[src/rtl/uart_tx_arbiter.sv]
// Round-robin scheduler feeding one shared UART TX datapath from NUM_REQ byte producers.
// Define UART_TX_ARB_TIMEOUT_EN to enable the BUSY watchdog and the tx_err pulse.
module uart_tx_arbiter #(
    parameter int NUM_REQ    = 4,
    parameter int DATA_W     = 8,
    parameter int GAP_CYCLES = 1,
    parameter int TIMEOUT    = 16,
    localparam int ID_W      = (NUM_REQ > 1) ? $clog2(NUM_REQ) : 1
) (
    input  logic                      baud_clk,
    input  logic                      rst_n,
    input  logic [NUM_REQ-1:0]        req,
    input  logic [NUM_REQ*DATA_W-1:0] req_data,
    output logic [NUM_REQ-1:0]        ack,
    output logic [DATA_W-1:0]         tx_data,
    output logic                      tx_send,
    input  logic                      tx_done,
    output logic [ID_W-1:0]           grant_id,
    output logic                      busy,
    output logic                      tx_err
);

    localparam int unsigned NR       = NUM_REQ;
    localparam int          CNT_MAX  = (GAP_CYCLES > TIMEOUT) ? GAP_CYCLES : TIMEOUT;
    localparam int          CNT_W    = (CNT_MAX > 0) ? $clog2(CNT_MAX + 1) : 1;
    localparam int          GAP_LOAD = (GAP_CYCLES > 0) ? GAP_CYCLES - 1 : 0;

    typedef enum logic [1:0] {
        S_IDLE,
        S_BUSY,
        S_GAP
    } state_t;

    state_t               r_state;
    state_t               w_state_nx;
    logic [NUM_REQ-1:0]   r_ack;
    logic [NUM_REQ-1:0]   w_ack_nx;
    logic                 r_tx_send;
    logic                 w_send_nx;
    logic [DATA_W-1:0]    r_tx_data;
    logic [DATA_W-1:0]    w_data_nx;
    logic [ID_W-1:0]      r_grant_id;
    logic [ID_W-1:0]      w_gid_nx;
    logic [ID_W-1:0]      r_ptr;
    logic [ID_W-1:0]      w_ptr_nx;
    logic                 r_busy;
    // Gap countdown and BUSY watchdog are never live together, so they share one counter.
    logic [CNT_W-1:0]     r_cnt;
    logic [CNT_W-1:0]     w_cnt_nx;
    logic                 w_found;
    logic [ID_W-1:0]      w_grant;
`ifdef UART_TX_ARB_TIMEOUT_EN
    logic                 r_tx_err;
    logic                 w_err_nx;
`endif

    always_comb begin
        w_found = 1'b0;
        w_grant = '0;
        for (int unsigned off = 0; off < NR; off++) begin
            int unsigned v_idx;
            v_idx = (32'(r_ptr) + off) % NR;
            if (!w_found && req[v_idx]) begin
                w_found = 1'b1;
                w_grant = ID_W'(v_idx);
            end
        end
    end

    always_comb begin
        w_state_nx = r_state;
        w_ack_nx   = '0;
        w_send_nx  = 1'b0;
        w_data_nx  = r_tx_data;
        w_gid_nx   = r_grant_id;
        w_ptr_nx   = r_ptr;
        w_cnt_nx   = r_cnt;
`ifdef UART_TX_ARB_TIMEOUT_EN
        w_err_nx   = 1'b0;
`endif
        case (r_state)
            S_IDLE: begin
                if (w_found) begin
                    w_data_nx  = req_data[int'(w_grant)*DATA_W +: DATA_W];
                    w_gid_nx   = w_grant;
                    w_ack_nx   = NUM_REQ'(1) << w_grant;
                    w_send_nx  = 1'b1;
                    w_ptr_nx   = ID_W'((32'(w_grant) + 32'd1) % NR);
                    w_cnt_nx   = '0;
                    w_state_nx = S_BUSY;
                end
            end
            S_BUSY: begin
                // tx_done is only honoured once the tx_send pulse has gone
                if (!r_tx_send && tx_done) begin
                    if (GAP_CYCLES > 0) begin
                        w_state_nx = S_GAP;
                        w_cnt_nx   = CNT_W'(GAP_LOAD);
                    end else begin
                        w_state_nx = S_IDLE;
                    end
                end
`ifdef UART_TX_ARB_TIMEOUT_EN
                else if (r_cnt == CNT_W'(TIMEOUT - 1)) begin
                    w_err_nx   = 1'b1;
                    w_state_nx = S_IDLE;
                end else begin
                    w_cnt_nx = r_cnt + CNT_W'(1);
                end
`endif
            end
            S_GAP: begin
                if (r_cnt == '0) begin
                    w_state_nx = S_IDLE;
                end else begin
                    w_cnt_nx = r_cnt - CNT_W'(1);
                end
            end
            default: w_state_nx = S_IDLE;
        endcase
    end

    always_ff @(posedge baud_clk or negedge rst_n) begin
        if (!rst_n) begin
            r_state    <= S_IDLE;
            r_ack      <= '0;
            r_tx_send  <= 1'b0;
            r_tx_data  <= '0;
            r_grant_id <= '0;
            r_ptr      <= '0;
            r_busy     <= 1'b0;
            r_cnt      <= '0;
        end else begin
            r_state    <= w_state_nx;
            r_ack      <= w_ack_nx;
            r_tx_send  <= w_send_nx;
            r_tx_data  <= w_data_nx;
            r_grant_id <= w_gid_nx;
            r_ptr      <= w_ptr_nx;
            r_busy     <= (w_state_nx != S_IDLE);
            r_cnt      <= w_cnt_nx;
        end
    end

`ifdef UART_TX_ARB_TIMEOUT_EN
    always_ff @(posedge baud_clk or negedge rst_n) begin
        if (!rst_n) begin
            r_tx_err <= 1'b0;
        end else begin
            r_tx_err <= w_err_nx;
        end
    end

    assign tx_err = r_tx_err;
`else
    assign tx_err = 1'b0;
`endif

    assign ack      = r_ack;
    assign tx_send  = r_tx_send;
    assign tx_data  = r_tx_data;
    assign grant_id = r_grant_id;
    assign busy     = r_busy;

endmodule

[config.mk]
export PLATFORM = sky130hd
export DESIGN_NAME = uart_tx_arbiter
export DESIGN_NICKNAME = d
export VERILOG_FILES = /design/src/rtl/uart_tx_arbiter.sv
export SDC_FILE = /design/constraint.sdc
export NUM_CORES = 1
export LEC_CHECK = 0
export BUFFER_PORTS_ARGS = -buffer_cell sky130_fd_sc_hd__buf_4
export CORE_MARGIN = 5
export CORE_UTILIZATION = 43
export DETAILED_ROUTE_END_ITERATION = 8
export PLACE_DENSITY = 0.78
export SYNTH_ARGS = -nofsm -noshare
export SYNTH_HDL_FRONTEND = slang
export SYNTH_SLANG_ARGS = --single-unit
[constraint.sdc]
create_clock -name baud_clk -period 2.1 [get_ports baud_clk]
set_input_delay 0.315 -clock baud_clk [delete_from_list [all_inputs] [get_ports baud_clk]]
set_output_delay 0.315 -clock baud_clk [all_outputs]
set_load 0.05 [all_outputs]
**Word-level counts from Yosys, hierarchy flattened**

Cells that the tools add are included.

- Output and inout bits: 17
- Word-level logic and storage cells: 66
- Input port bits: 39
- Flip-flop bits (word level): 25

- Shift operators: 2
- Reductions and logical operators: 14
- Muxes and demuxes: 28
- Eq/ne operators: 5
- Add/sub/neg operators: 5
- Magnitude comparators: 4

Operator list:

| kind | count |
|---|---|
| variable part select 32 x 6 -> 8 bit | 1 |
| 2-to-1 mux 5 bit | 3 |
| case mux 5 bit (3 select lines) | 1 |
| 2-to-1 mux 2 bit | 7 |
| < comparator 2 x 3 -> 1 bit (second input constant) | 4 |
| 2-to-1 mux 1 bit | 10 |
| binary-select mux 1 bit (select 2 bit) | 4 |
| 2-to-1 mux 4 bit | 2 |
| != test 2 bit (second input constant) | 3 |
| case mux 2 bit (3 select lines) | 1 |
| logical NOT 5 bit | 1 |
| subtractor 5 x 1 -> 5 bit (second input constant) | 1 |
| adder 2 x 1 -> 2 bit (second input constant) | 2 |
| adder 2 bit (second input constant) | 2 |
| logical AND 1 bit | 4 |
| logical NOT 1 bit | 4 |
| AND reduction 4 bit | 1 |
| left shift 1 x 2 -> 4 bit (first input constant) | 1 |
| nonzero test 3 bit | 1 |
| == test 2 x 1 -> 1 bit (second input constant) | 1 |
| == test 2 bit (second input constant) | 1 |
| logical NOT 2 bit | 1 |
| AND reduction 2 bit | 1 |
| nonzero test 2 bit | 1 |

**Depth between registers and ports, before layout**

Gate-level depths: netlist (run 1).

- Depth in word-level cells: 15
- Mapped depth: 7

**Worst setup path before layout (run 1)**

No wires, ideal clock.

- Kind: register to register
- Start point: register r_ptr[1]
- End point: register r_tx_data[3] (netlist: tx_data[3])
- Arrival: 1.836 ns
- Stages on the path, launching flop included: 8
- Data required time: 1.974 ns
- Slack: 0.138 ns
- Cell sequence: dfrtp_1 -> nand2b_1 -> a21oi_1 -> nor2_2 -> inv_2 -> buf_6 -> mux2_1 -> a221o_1

- Longest elaborated chain between the ends: 13
- Elaborated cells between the ends (all ways): 27
- Those cells by class: add/sub (3); shift (1); mux (16); reduce/logical (7)

RTL lines:

| element | line | source |
|---|---|---|
| from (decl) | 44 | `logic [ID_W-1:0] r_ptr;` |
| from (signal assigned) | 139 | `r_ptr <= w_ptr_nx;` |
| parallel branches: the longest is 11 deep, another holds adder 2 x 1 -> 2 bit | n/a |  |
| 2-to-1 mux 2 bit (*) | 63 | `if (!w_found && req[v_idx]) begin` |
| named net w_grant[0] | 51 | `logic [ID_W-1:0] w_grant;` |
| variable part select 32 x 6 -> 8 bit (*) | 84 | `w_data_nx = req_data[int'(w_grant)*DATA_W +: DATA_W];` |
| to (signal assigned) | 137 | `r_tx_data <= w_data_nx;` |
| to (decl) | 40 | `logic [DATA_W-1:0] r_tx_data;` |

Mark *: on every way through the listed nets, which the timed path passes. The select of a mux whose other input is x is not followed.
A chain may end at the register's enable or synchronous reset.

**Final worst setup path (run 1)**

- Start point: register r_ptr[1]
- End point: register r_tx_data[6] (netlist: tx_data[6])

The elaborated chain is that of the path after synthesis.

==> implementation parameters, run 1 <==
Parameter                              Value

Placed design
  DP Area    1900 um^2
  Worst Setup Slack post-DPL    0.00522 ns
  Final HPWL DP    2.95 mm
  PortBufs    54
  Post-Place Cells    246
  Gpl congestion    0.793

Critical path
  Critical Path, Cell by Cell    nand2b_1 > a21oi_1 > nor2_2 > inv_4 > mux2_1 > a221o_1
  CP delay by family, top    compound AO/OA/AOI/OAI gates
  Top fanout value on the critical path    12
  Critical Path Start Type    flop
  CP max-delay cell    sky130_fd_sc_hd__dfrtp_2
  Critical path class    flop to flop
  Delay contributed by the slowest stage of the critical path    0.49 ns
  Type of destination of the critical path    flop
  CP required    2.32 ns
  Buffers & Inverters on Critical Path    1
  Critical Path AT    2.24 ns

Floorplan
  Io pins    56
  Horizontal die dimension    67.5 um
  Die Height    67.5 um
  Die Area    4560 um^2
  Count of standard-cell rows    20
  Placeable Area    3100 um^2
  Initial Util    45.8%

Final layout
  Diodes inserted    0
  Area of the multi-input gates    766 um^2
  Reg area    627 um^2
  Number of inserted filler cells in the final layout    264
  Area growth from synthesis to layout    38.5%
  Final Util    63.5%
  Non-filler cells, final    251
  Share of layout cells above drive strength 1    34.3%
  Net count reported at finish    253
  Finished layout cell area    1970 um^2

Global routing
  Number of global-route vias before repair    1,426
  GRT Total Usage    18.1%
  Number of antenna violations at the first check in global routing    0
  Global-route wire length before repair    6.26 mm
  Pin count of the biggest net entering global routing    26
  Total grt overflow    0

Routing
  Ratio of routed vias to standard cells    5.44
  Initial drt markers    78
  Total via count in the routed design    1,365
  Drc violations    0
  Number of antenna-violating nets in the routed design    0
  Avg WL per Cell    14.9 um
  Total length of routed wires    3.73 mm
  First-pass iteration count of the detailed router    4

Synthesis
  Cell count after synthesis    146
  Count of different cell masters after synthesis    40
  Main combinational cell family by area after synthesis    compound AO/OA/AOI/OAI gates
  Share of the synthesized netlist area taken by xor and xnor gates    0%
  Number of nets in the synthesized netlist    191
  Adder-cell share of the synthesized area    5.28%
  Fraction of synthesized area in multiplexers    6.86%
  Number of synthesized register bits    25
  Compound-Gate Fraction of Synth Area    21.2%
  Synth warn    0
  Share of the yosys chip area belonging to registers    44.0%
  Average cell area after synthesis    9.74 um^2
  Fraction of the mapped netlist area in simple logic gates    18.1%
  Syn Std Cell Area    1420 um^2

STA
  Worst-case setup margin in the final layout    0.0822 ns
  Sum of negative setup slack    0 ns
  RSZ-0062 raised after global routing    no
  Setup violations, final    0
  Final period demand of the worst path    2.02 ns
  Final Hold Fails    0
  Hold slack    0.327 ns
  Normalized max-slew margin    60.4%
  FMAX    0.496 GHz
  Largest clock skew in the final design    0.00223 ns
  Pins Over Slew Limit    0
  Transition time of the tightest slew-check pin    0.591 ns
  Crit share post-route    96.1%

Clocking
  Clock transition at the registers of the reported paths    0.13 ns
  Later-pin clock latency in the skew report    0.33 ns
  TritonCTS clock tree    done
  Clock buffers created by TritonCTS    3
  H-tree depth reported by CTS    1
  Maximum root-to-sink buffer count    2
  Post-CTS Repair Setup Buffers    0
  Root Driver    sky130_fd_sc_hd__clkbuf_4
  Sink Count    25

Min path
  Hold WC Path Type    input pin to flop

Power
  Post-route total power    2.79 mW
  Pwr dens    1420 nW/um^2
  Static leakage power    0.958 nW
  IR Drop Worst-Case VDD    0.000885 V

Flow run
  MaxCap Viol Count    0

Run status
  Result of the run    complete, no violations
registers in the layout, summed over array words and instances, names as in the netlist:
register / count
tx_send: 1
ack: 4
r_state: 2
grant_id: 2
r_ptr: 2
busy: 1
r_cnt: 5
tx_data: 8
layout make-up:
class                      instances  area share (%)
tap                               44            2.79
sequential                        25            31.8
multi-input combinational        108            38.9
timing repair buffer              61            23.4
clock buffer                       4            1.33
inverter                           9            1.84
Yosys cell counts (all sizes together):
| library cell | number | share of area (%) |
|---|---|---|
| conb | 1 | 0.26 |
| o2bb2ai | 1 | 1.1 |
| nor3 | 3 | 1.4 |
| nand3 | 9 | 3.2 |
| inv | 9 | 2.4 |
| mux2 | 6 | 4.7 |
| buf | 3 | 1.7 |
| a2bb2oi | 1 | 0.62 |
| o21a | 2 | 1.1 |
| o31ai | 1 | 0.53 |
| nand3b | 3 | 1.6 |
| nand2 | 9 | 2.4 |
| or3 | 1 | 0.44 |
| clkbuf | 1 | 0.26 |
| o41ai | 1 | 0.62 |
| a21oi | 7 | 2.5 |
| and2 | 4 | 1.8 |
| nand2b | 3 | 1.3 |
| a21o | 2 | 1.1 |
| a211oi | 5 | 2.6 |
| and3 | 2 | 0.88 |
| nor3b | 1 | 0.53 |
| dfrtp | 25 | 44 |
| or4 | 1 | 0.53 |
| ha | 6 | 5.3 |
| nor4 | 1 | 0.44 |
| mux2i | 3 | 2.1 |
| or2 | 1 | 0.44 |
| a211o | 1 | 0.62 |
| o21ai | 13 | 4.6 |
| nor2b | 1 | 0.44 |
| nor2 | 10 | 2.8 |
| a21boi | 2 | 1.1 |
| a221o | 7 | 4.9 |
worst register-to-register path, stage by stage (launching register included):
cell and delay (ns):
sky130_fd_sc_hd__dfrtp_2 0.49, sky130_fd_sc_hd__nand2b_1 0.21, sky130_fd_sc_hd__a21oi_1 0.28, sky130_fd_sc_hd__nor2_2 0.11, sky130_fd_sc_hd__inv_4 0.15, sky130_fd_sc_hd__mux2_1 0.35
sky130_fd_sc_hd__a221o_1 0.33
cells by family after synthesis:
logic type	count (synthesis)
muxes	9
adders and majority gates	6
buffers and inverters	13
and+or+nand+nor	49
AOI/OAI and AO/OA	43
DFF	25
other	1
power breakdown:
part / internal, mW / total, mW / switching [mW]
logic: 0.647 / 1.71 / 1.06
clock network: 0.0746 / 0.220 / 0.146
registers: 0.687 / 0.866 / 0.180
path summary, 6_finish.rpt:
check                           slack [ns]         from  cells after the start     endpoint
worst max-delay path                  0.08     r_ptr[1]                      6   tx_data[6]
worst min-delay path                  0.33  req_data[9]                      3   tx_data[1]
worst max register to register        0.08     r_ptr[1]                      6   tx_data[6]
worst min register to register        0.50  grant_id[1]                      1  grant_id[1]
max in group asynchronous             1.43        rst_n                      2     r_ptr[1]
min in group asynchronous             0.41        rst_n                      2   r_state[1]
timing repair:
action	4_1_cts	5_1_grt
gates resized for setup	1	5
endpoints found under the hold margin	25	0
hold buffers	1	0
setup endpoints to repair	6	6
placed cells by master, fill, tap and decap left out, types with 3 or more instances in the layout:
master / count
sky130_fd_sc_hd__nor2_1: 9
sky130_fd_sc_hd__nand3_1: 9
sky130_fd_sc_hd__a221o_1: 7
sky130_fd_sc_hd__a211oi_1: 4
sky130_fd_sc_hd__ha_1: 6
sky130_fd_sc_hd__o21ai_0: 12
sky130_fd_sc_hd__clkbuf_4: 3
sky130_fd_sc_hd__inv_1: 7
sky130_fd_sc_hd__a21oi_1: 7
sky130_fd_sc_hd__nand3b_1: 3
sky130_fd_sc_hd__nand2b_1: 3
sky130_fd_sc_hd__buf_4: 60
sky130_fd_sc_hd__mux2_1: 6
sky130_fd_sc_hd__nand2_1: 9
sky130_fd_sc_hd__dfrtp_1: 24
sky130_fd_sc_hd__and2_1: 4
layer usage:
metal  wire [um]  track usage [%]  vias up
li1            -                -      651
met1        1630             22.7      646
met2        1750             30.4       59
met3         298             3.83        9
met4          49             6.84        0
met5           0                0        -
Note: power is estimated with default switching activity, not from simulation.
==> run 2: changes to the inputs <==
- CORE_UTILIZATION: 43 -> 48
- PLACE_DENSITY: 0.78 -> 0.82
- SETUP_SLACK_MARGIN: unset -> 0.2
- clock period: 2.1 -> 2.2 ns (I/O delays scaled with it)
==> implementation parameters, run 2 (synthesis gave the netlist of run 1 again) <==
Parameter                              Value

Placed design
  Final HPWL DP    2.97 mm
  Gpl congestion    0.800
  Post-Place Cells    233
  DP Area    1880 um^2
  PortBufs    54

Critical path
  CP required    2.42 ns
  CP delay by family, top    multiplexers
  Delay contributed by the slowest stage of the critical path    0.48 ns
  Buffers & Inverters on Critical Path    1
  Critical Path AT    2.21 ns
  Type of destination of the critical path    flop
  CP max-delay cell    sky130_fd_sc_hd__dfrtp_2
  Critical Path, Cell by Cell    mux2i_4 > o2bb2ai_4 > nor2_4 > inv_4 > mux2_1 > a221o_1
  Critical Path Start Type    flop
  Critical path class    flop to flop
  Top fanout value on the critical path    12

Routing
  First-pass iteration count of the detailed router    4
  Total via count in the routed design    1,356
  Ratio of routed vias to standard cells    5.70
  Total length of routed wires    3.84 mm
  Drc violations    0
  Avg WL per Cell    16.1 um
  Number of antenna-violating nets in the routed design    0
  Initial drt markers    70

Global routing
  Global-route wire length before repair    6.43 mm
  Number of global-route vias before repair    1,427
  Pin count of the biggest net entering global routing    26
  Number of antenna violations at the first check in global routing    0
  Total grt overflow    0
  GRT Total Usage    19.6%

Final layout
  Area of the multi-input gates    781 um^2
  Finished layout cell area    1970 um^2
  Final Util    70.2%
  Net count reported at finish    253
  Max FFs per register    8
  Diodes inserted    0
  Number of inserted filler cells in the final layout    216
  Most common cell after layout, fill and taps aside    sky130_fd_sc_hd__buf_4
  Area growth from synthesis to layout    38.5%
  Share of layout cells above drive strength 1    35.3%
  Non-filler cells, final    238
  Most frequent cells in the layout    60 x sky130_fd_sc_hd__buf_4, 24 x sky130_fd_sc_hd__dfrtp_1, 12 x sky130_fd_sc_hd__o21ai_0
  Reg area    627 um^2

Floorplan
  Io pins    56
  Horizontal die dimension    64.4 um
  Placeable Area    2810 um^2
  Count of standard-cell rows    19
  Die Area    4150 um^2
  Initial Util    50.7%
  Die Height    64.4 um

Power
  Post-route total power    2.70 mW
  IR Drop Worst-Case VDD    0.000824 V
  Static leakage power    0.963 nW
  Pwr dens    1370 nW/um^2

Clocking
  Sink Count    25
  TritonCTS clock tree    done
  Later-pin clock latency in the skew report    0.32 ns
  Maximum root-to-sink buffer count    2
  Post-CTS Repair Setup Buffers    0
  Clock buffers created by TritonCTS    3
  Root Driver    sky130_fd_sc_hd__clkbuf_4
  Clock transition at the registers of the reported paths    0.14 ns
  H-tree depth reported by CTS    1

STA
  Final Hold Fails    0
  Largest clock skew in the final design    0.00679 ns
  Pins Over Slew Limit    0
  FMAX    0.502 GHz
  Final period demand of the worst path    1.99 ns
  Sum of negative setup slack    0 ns
  Setup violations, final    0
  Crit share post-route    90.6%
  RSZ-0062 raised after global routing    yes

Flow run
  MaxCap Viol Count    0

Run status
  Result of the run    complete, no violations

Min path
  Hold WC Path Type    input pin to flop
-- run 2: final timing paths --
kind,start,depth (start not counted),to,slack [ns]
worst min register to register,grant_id[0],2,grant_id[0],0.51
worst min-delay path,req_data[24],3,tx_data[0],0.33
max in group asynchronous,rst_n,2,r_ptr[1],1.51
worst max-delay path,r_ptr[1],6,tx_data[4],0.21
worst max register to register,r_ptr[1],6,tx_data[4],0.21
min in group asynchronous,rst_n,2,r_cnt[1],0.43
-- run 2: report_power, final --
part | switching, mW | internal (mW)
registers | 0.166 | 0.655
logic | 1.04 | 0.626
clock network | 0.141 | 0.0682
-- run 2: worst reg2reg max path, cell delays in order (launching register included) --
cell	delay, ns
sky130_fd_sc_hd__dfrtp_2	0.48
sky130_fd_sc_hd__mux2i_4	0.31
sky130_fd_sc_hd__o2bb2ai_4	0.20
sky130_fd_sc_hd__nor2_4	0.09
sky130_fd_sc_hd__inv_4	0.15
sky130_fd_sc_hd__mux2_1	0.35
sky130_fd_sc_hd__a221o_1	0.32
-- run 2: cell type report --
cell class                      count  area share (%)
Timing Repair Buffer               61            23.4
Multi-Input combinational cell    108            39.6
Sequential cell                    25            31.8
Inverter                            9            1.84
Clock inverter                      1           0.254
Tap cell                           31            1.97
Clock buffer                        3            1.14
-- run 2: metal layers --
layer	track usage, %	part of all wire (%)	vias up
met5	0	0	-
met1	23.8	41	641
li1	-	-	649
met3	4.84	8.4	6
met2	33.6	49	60
met4	7.65	1.3	0
-- run 2: what timing repair did --
item | 4_1_cts | 5_1_grt
hold buffers | 1 | 0
gates resized for setup | 4 | 5
hold endpoints to repair | 25 | 0
setup endpoints to repair | 6 | 7
-- run 2: stage by stage --
stage	hold slack (ns)	worst slack, ns
6_report	0.332	0.206
5_1_grt	0.327	0.175
4_1_cts	0.329	0.208
3_5_place_dp	0.252	0.126
3_3_place_gp	0.245	0.212
2_1_floorplan	0.0344	0.238
